$ cat config.mk
export PLATFORM = sky130hd
export DESIGN_NAME = serial_subtractor
export DESIGN_NICKNAME = d
export VERILOG_FILES = /design/src/rtl/serial_subtractor_pkg.sv /design/src/rtl/serial_subtractor_full_subtractor.sv /design/src/rtl/serial_subtractor.sv
export SDC_FILE = /design/constraint.sdc
export NUM_CORES = 1
export LEC_CHECK = 0
export ABC_AREA = 0
export CAP_MARGIN = 25
export CELL_PAD_IN_SITES_DETAIL_PLACEMENT = 1
export CELL_PAD_IN_SITES_GLOBAL_PLACEMENT = 2
export CORE_UTILIZATION = 33
export DETAILED_ROUTE_END_ITERATION = 10
export PLACE_DENSITY_LB_ADDON = 0.1
export SYNTH_ARGS = -nofsm -noshare
export SYNTH_HDL_FRONTEND = slang
export SYNTH_SLANG_ARGS = --single-unit
$ cat constraint.sdc
create_clock -name clk -period 1.76 [get_ports clk]
set_clock_uncertainty 0.2 [all_clocks]
set_input_delay 0.352 -clock clk [delete_from_list [all_inputs] [get_ports clk]]
set_output_delay 0.352 -clock clk [all_outputs]
set_load 0.02 [all_outputs]
$ cat src/rtl/serial_subtractor_pkg.sv
// Shared definitions for the bit-serial subtractor: FSM state encoding and
// the full-subtractor bit equations.
package serial_subtractor_pkg;

    typedef enum logic [1:0] {
        IDLE = 2'd0,
        RUN  = 2'd1,
        DONE = 2'd2
    } state_t;

    function automatic logic fs_diff(input logic a, input logic b, input logic bin);
        return a ^ b ^ bin;
    endfunction

    // Borrow out when a < b + bin for a single bit.
    function automatic logic fs_borrow(input logic a, input logic b, input logic bin);
        return (~a & b) | (~(a ^ b) & bin);
    endfunction

endpackage

$ cat src/rtl/serial_subtractor_full_subtractor.sv
// Single-bit combinational full subtractor: d = a - b - bin, with borrow out.
import serial_subtractor_pkg::*;

module full_subtractor (
    input  logic a,
    input  logic b,
    input  logic bin,
    output logic d,
    output logic bout
);

    assign d    = fs_diff(a, b, bin);
    assign bout = fs_borrow(a, b, bin);

endmodule

$ cat src/rtl/serial_subtractor.sv
// Bit-serial WIDTH-bit subtractor (a - b), LSB first, one full-subtractor cell
// plus a registered borrow, behind a start/done handshake.
import serial_subtractor_pkg::*;

module serial_subtractor #(
    parameter int WIDTH = 8
) (
    input  logic             clk,
    input  logic             rst_n,
    input  logic             start,
    input  logic [WIDTH-1:0] a,
    input  logic [WIDTH-1:0] b,
    output logic             busy,
    output logic             done,
    output logic [WIDTH-1:0] diff,
    output logic             bout
);

    localparam int CW = $clog2(WIDTH);
    localparam logic [CW-1:0] LAST = CW'(WIDTH - 1);

    generate
        if (WIDTH < 2) begin : g_width_check
            $error("serial_subtractor: WIDTH must be at least 2");
        end
    endgenerate

    state_t state_q, state_d;
    logic   load, shift, last;

    logic [WIDTH-1:0] a_sh, b_sh, r_sh;
    logic             br_q;
    logic [CW-1:0]    cnt_q;
    logic             fs_d, fs_b;

    full_subtractor u_fs (
        .a    (a_sh[0]),
        .b    (b_sh[0]),
        .bin  (br_q),
        .d    (fs_d),
        .bout (fs_b)
    );

    assign last = (cnt_q == LAST);

    always_comb begin
        state_d = state_q;
        load    = 1'b0;
        shift   = 1'b0;
        unique case (state_q)
            IDLE: begin
                if (start) begin
                    load    = 1'b1;
                    state_d = RUN;
                end
            end
            RUN: begin
                shift = 1'b1;
                if (last) state_d = DONE;
            end
            DONE: begin
                if (start) begin
                    load    = 1'b1;
                    state_d = RUN;
                end else begin
                    state_d = IDLE;
                end
            end
            default: state_d = IDLE;
        endcase
    end

    // busy/done are decoded from the next state so both leave the block as flops.
    always_ff @(posedge clk or negedge rst_n) begin
        if (!rst_n) begin
            state_q <= IDLE;
            busy    <= 1'b0;
            done    <= 1'b0;
        end else begin
            state_q <= state_d;
            busy    <= (state_d == RUN);
            done    <= (state_d == DONE);
        end
    end

    always_ff @(posedge clk or negedge rst_n) begin
        if (!rst_n) begin
            a_sh  <= '0;
            b_sh  <= '0;
            r_sh  <= '0;
            br_q  <= 1'b0;
            cnt_q <= '0;
            diff  <= '0;
            bout  <= 1'b0;
        end else if (load) begin
            a_sh  <= a;
            b_sh  <= b;
            br_q  <= 1'b0;
            cnt_q <= '0;
        end else if (shift) begin
            a_sh  <= a_sh >> 1;
            b_sh  <= b_sh >> 1;
            r_sh  <= {fs_d, r_sh[WIDTH-1:1]};
            br_q  <= fs_b;
            cnt_q <= cnt_q + 1'b1;
            // The last bit lands straight in the result so diff is complete on DONE entry.
            if (last) begin
                diff <= {fs_d, r_sh[WIDTH-1:1]};
                bout <= fs_b;
            end
        end
    end

endmodule

==> metrics <==
cell area power density=1620 nW/um^2; wirelength, routed=3600 um; status=completed; Layout fillers=569; antenna violations before repair=0; Avg Inst Size Synth=14.3 sq um; global route overflow=0; starting density of the core=0.349; Port Buffers=29; gr usage total=0.129; number of clock sinks=40; Tot Pwr=3.94 mW; ratio of cells with drive above 1 in the final layout=0.213; #FFs+latches synth=40; Worst Path Arrival=1620 ps; max_cap viols=0; area grow syn2layout=24.9%; CTS buffer count=5; Worst Max-Slew Pin Slew=425 ps; hold crit path type=register to register; f_max=609 MHz; Final Hold Vio Count=0; wire per inst=14.7 um; Rows=27; Setup Viol. Count Final=0; CTS tree=yes; Mapped Area=1940 sq um; Max FO, Critical Path=5; commonest non-fill, non-tap cells in the layout=mux2i_1, dfrtp_1, clkdlybuf4s50_1, dlygate4sd2_1, mux2_2; fin nets=195; num ports=30; post-route setup TNS=0 ps; Die Area=6200 sq um; commonest non-fill, non-tap cell in the layout=mux2i_1; Syn Inst Count=136; Crit path required time=1740 ps; largest net degree at the start of global routing=26; number of global-route vias before repair=1,266; via/cell ratio=4.68; chip height=78.7 um; first drt pass iteration count=4; endpoint class of the critical path=register; Synth cell types=20; CORE AREA=5570 sq um; sequential share of the synthesized area=0.515; Placer Congestion=0.660; VDD IR max=0.475 mV; syn nets=158; Static Leakage=1.17 nW; Startpoint Class=register; Skew-Pair Late Insertion Delay=290 ps; # DRC=0; Slew Viols, Final=0; ANT nets after route=0; fin util=0.435; Clock Root Buffer=clkbuf_8; RSZ-0062 raised after global routing=false; Vias=1,152; Worst slew margin=0.716; clock transition at the registers of the reported paths=80 ps; first-pass GRT wire length=6170 um; warning count from the yosys run=0; die width=78.7 um; crit path kind=register to register; Longest Clk Path Bufs=2; fin crit share=0.933; H-tree depth=2; register area=1000 sq um; r2r setup slk=120 ps; diode count=0; fin crit period=1640 ps; multi-input logic area=847 sq um; drt first-iter violations=49
==> flip-flops by register name, indices dropped and copies added (netlist names) <==
register / flops
a_sh: 8
b_sh: 8
bout: 1
br_q: 1
busy: 1
cnt_q: 3
diff: 8
done: 1
r_sh: 7
state_q: 2
==> worst paths after layout <==
check	start	to	depth (start not counted)
setup / recovery	cnt_q[0]$_DFFE_PN0P_	diff[2]$_DFFE_PN0P_	4
hold / removal	diff[5]$_DFFE_PN0P_	diff[5]$_DFFE_PN0P_	1
setup reg to reg	cnt_q[0]$_DFFE_PN0P_	diff[2]$_DFFE_PN0P_	4
hold reg to reg	diff[5]$_DFFE_PN0P_	diff[5]$_DFFE_PN0P_	1
max in group asynchronous	rst_n	cnt_q[0]$_DFFE_PN0P_	3
min in group asynchronous	rst_n	done$_DFF_PN0_	2
==> power breakdown <==
part / internal (mW) / leakage (nW) / switching (mW)
combinational: 0.857 / 0.627 / 0.695
sequential: 1.34 / 0.492 / 0.303
clock: 0.420 / 0.0541 / 0.324
==> timing repair <==
item                       in CTS  in global routing
cloned                          0                  1
hold buffers                    1                  0
resized for setup              11                  1
setup endpoints to repair      11                  7
hold endpoints to repair       15                  0
buffers inserted                0                  1
==> synth_stat cells <==
library cell	number	area, sq um
xnor2_1	1	8.76
o22ai_1	2	12.5
fa_1	1	20.0
nand2b_1	3	18.8
a22o_1	3	26.3
o21ai_0	2	10.0
a32o_1	1	10.0
mux2i_1	45	450
inv_1	6	22.5
mux2_4	7	105
buf_12	1	20.0
ha_1	2	25.0
mux2_2	10	113
nand3_1	2	10.0
buf_6	3	33.8
buf_4	3	22.5
dfrtp_1	40	1000
nor2_1	1	3.75
buf_2	2	10.0
nand3b_4	1	20.0
==> worst max-delay path, stage by stage, from the launching register on <==
cell and delay, ps:
dfrtp_1 410, ha_1 210, ha_2 210, nand3b_2 190, mux2_4 320
==> logic make-up after synthesis <==
kind of cell | after synthesis | share of synthesized area
AND/OR/NAND/NOR | 7 | 0.0270
XOR/XNOR | 1 | 0.00451
flip-flops | 40 | 0.515
buffers and inverters | 15 | 0.0560
multiplexers | 62 | 0.344
adder cells (fa/ha/maj) | 3 | 0.0232
AO/OA/AOI/OAI | 8 | 0.0303
==> cell type report <==
cell class	instances	share of cell area
Inverter	6	0.00928
Timing Repair Buffer	38	0.146
Multi-Input combinational cell	82	0.349
Tap cell	72	0.0371
Clock inverter	3	0.0175
Sequential cell	40	0.413
Clock buffer	5	0.0284
==> metal layers <==
layer / GRT usage / part of all wire / up-vias
li1: - / - / 557
met4: 0.0500 / 0.0086 / 0
met5: 0 / 0 / -
met2: 0.226 / 0.50 / 23
met3: 0.0287 / 0.038 / 4
met1: 0.154 / 0.45 / 568
==> through the flow <==
step	cells	setup WS [ps]	area (sq um)	hold WS (ps)
6_report	246	119	2430	311
5_1_grt	246	42.5	2430	332
4_1_cts	244	12.6	2400	314
3_5_place_dp	235	21.3	2300	110
3_3_place_gp	235	51.7	2300	111
2_1_floorplan	136	93.0	1940	-144
No activity file was read; power rests on OpenSTA's default activity.
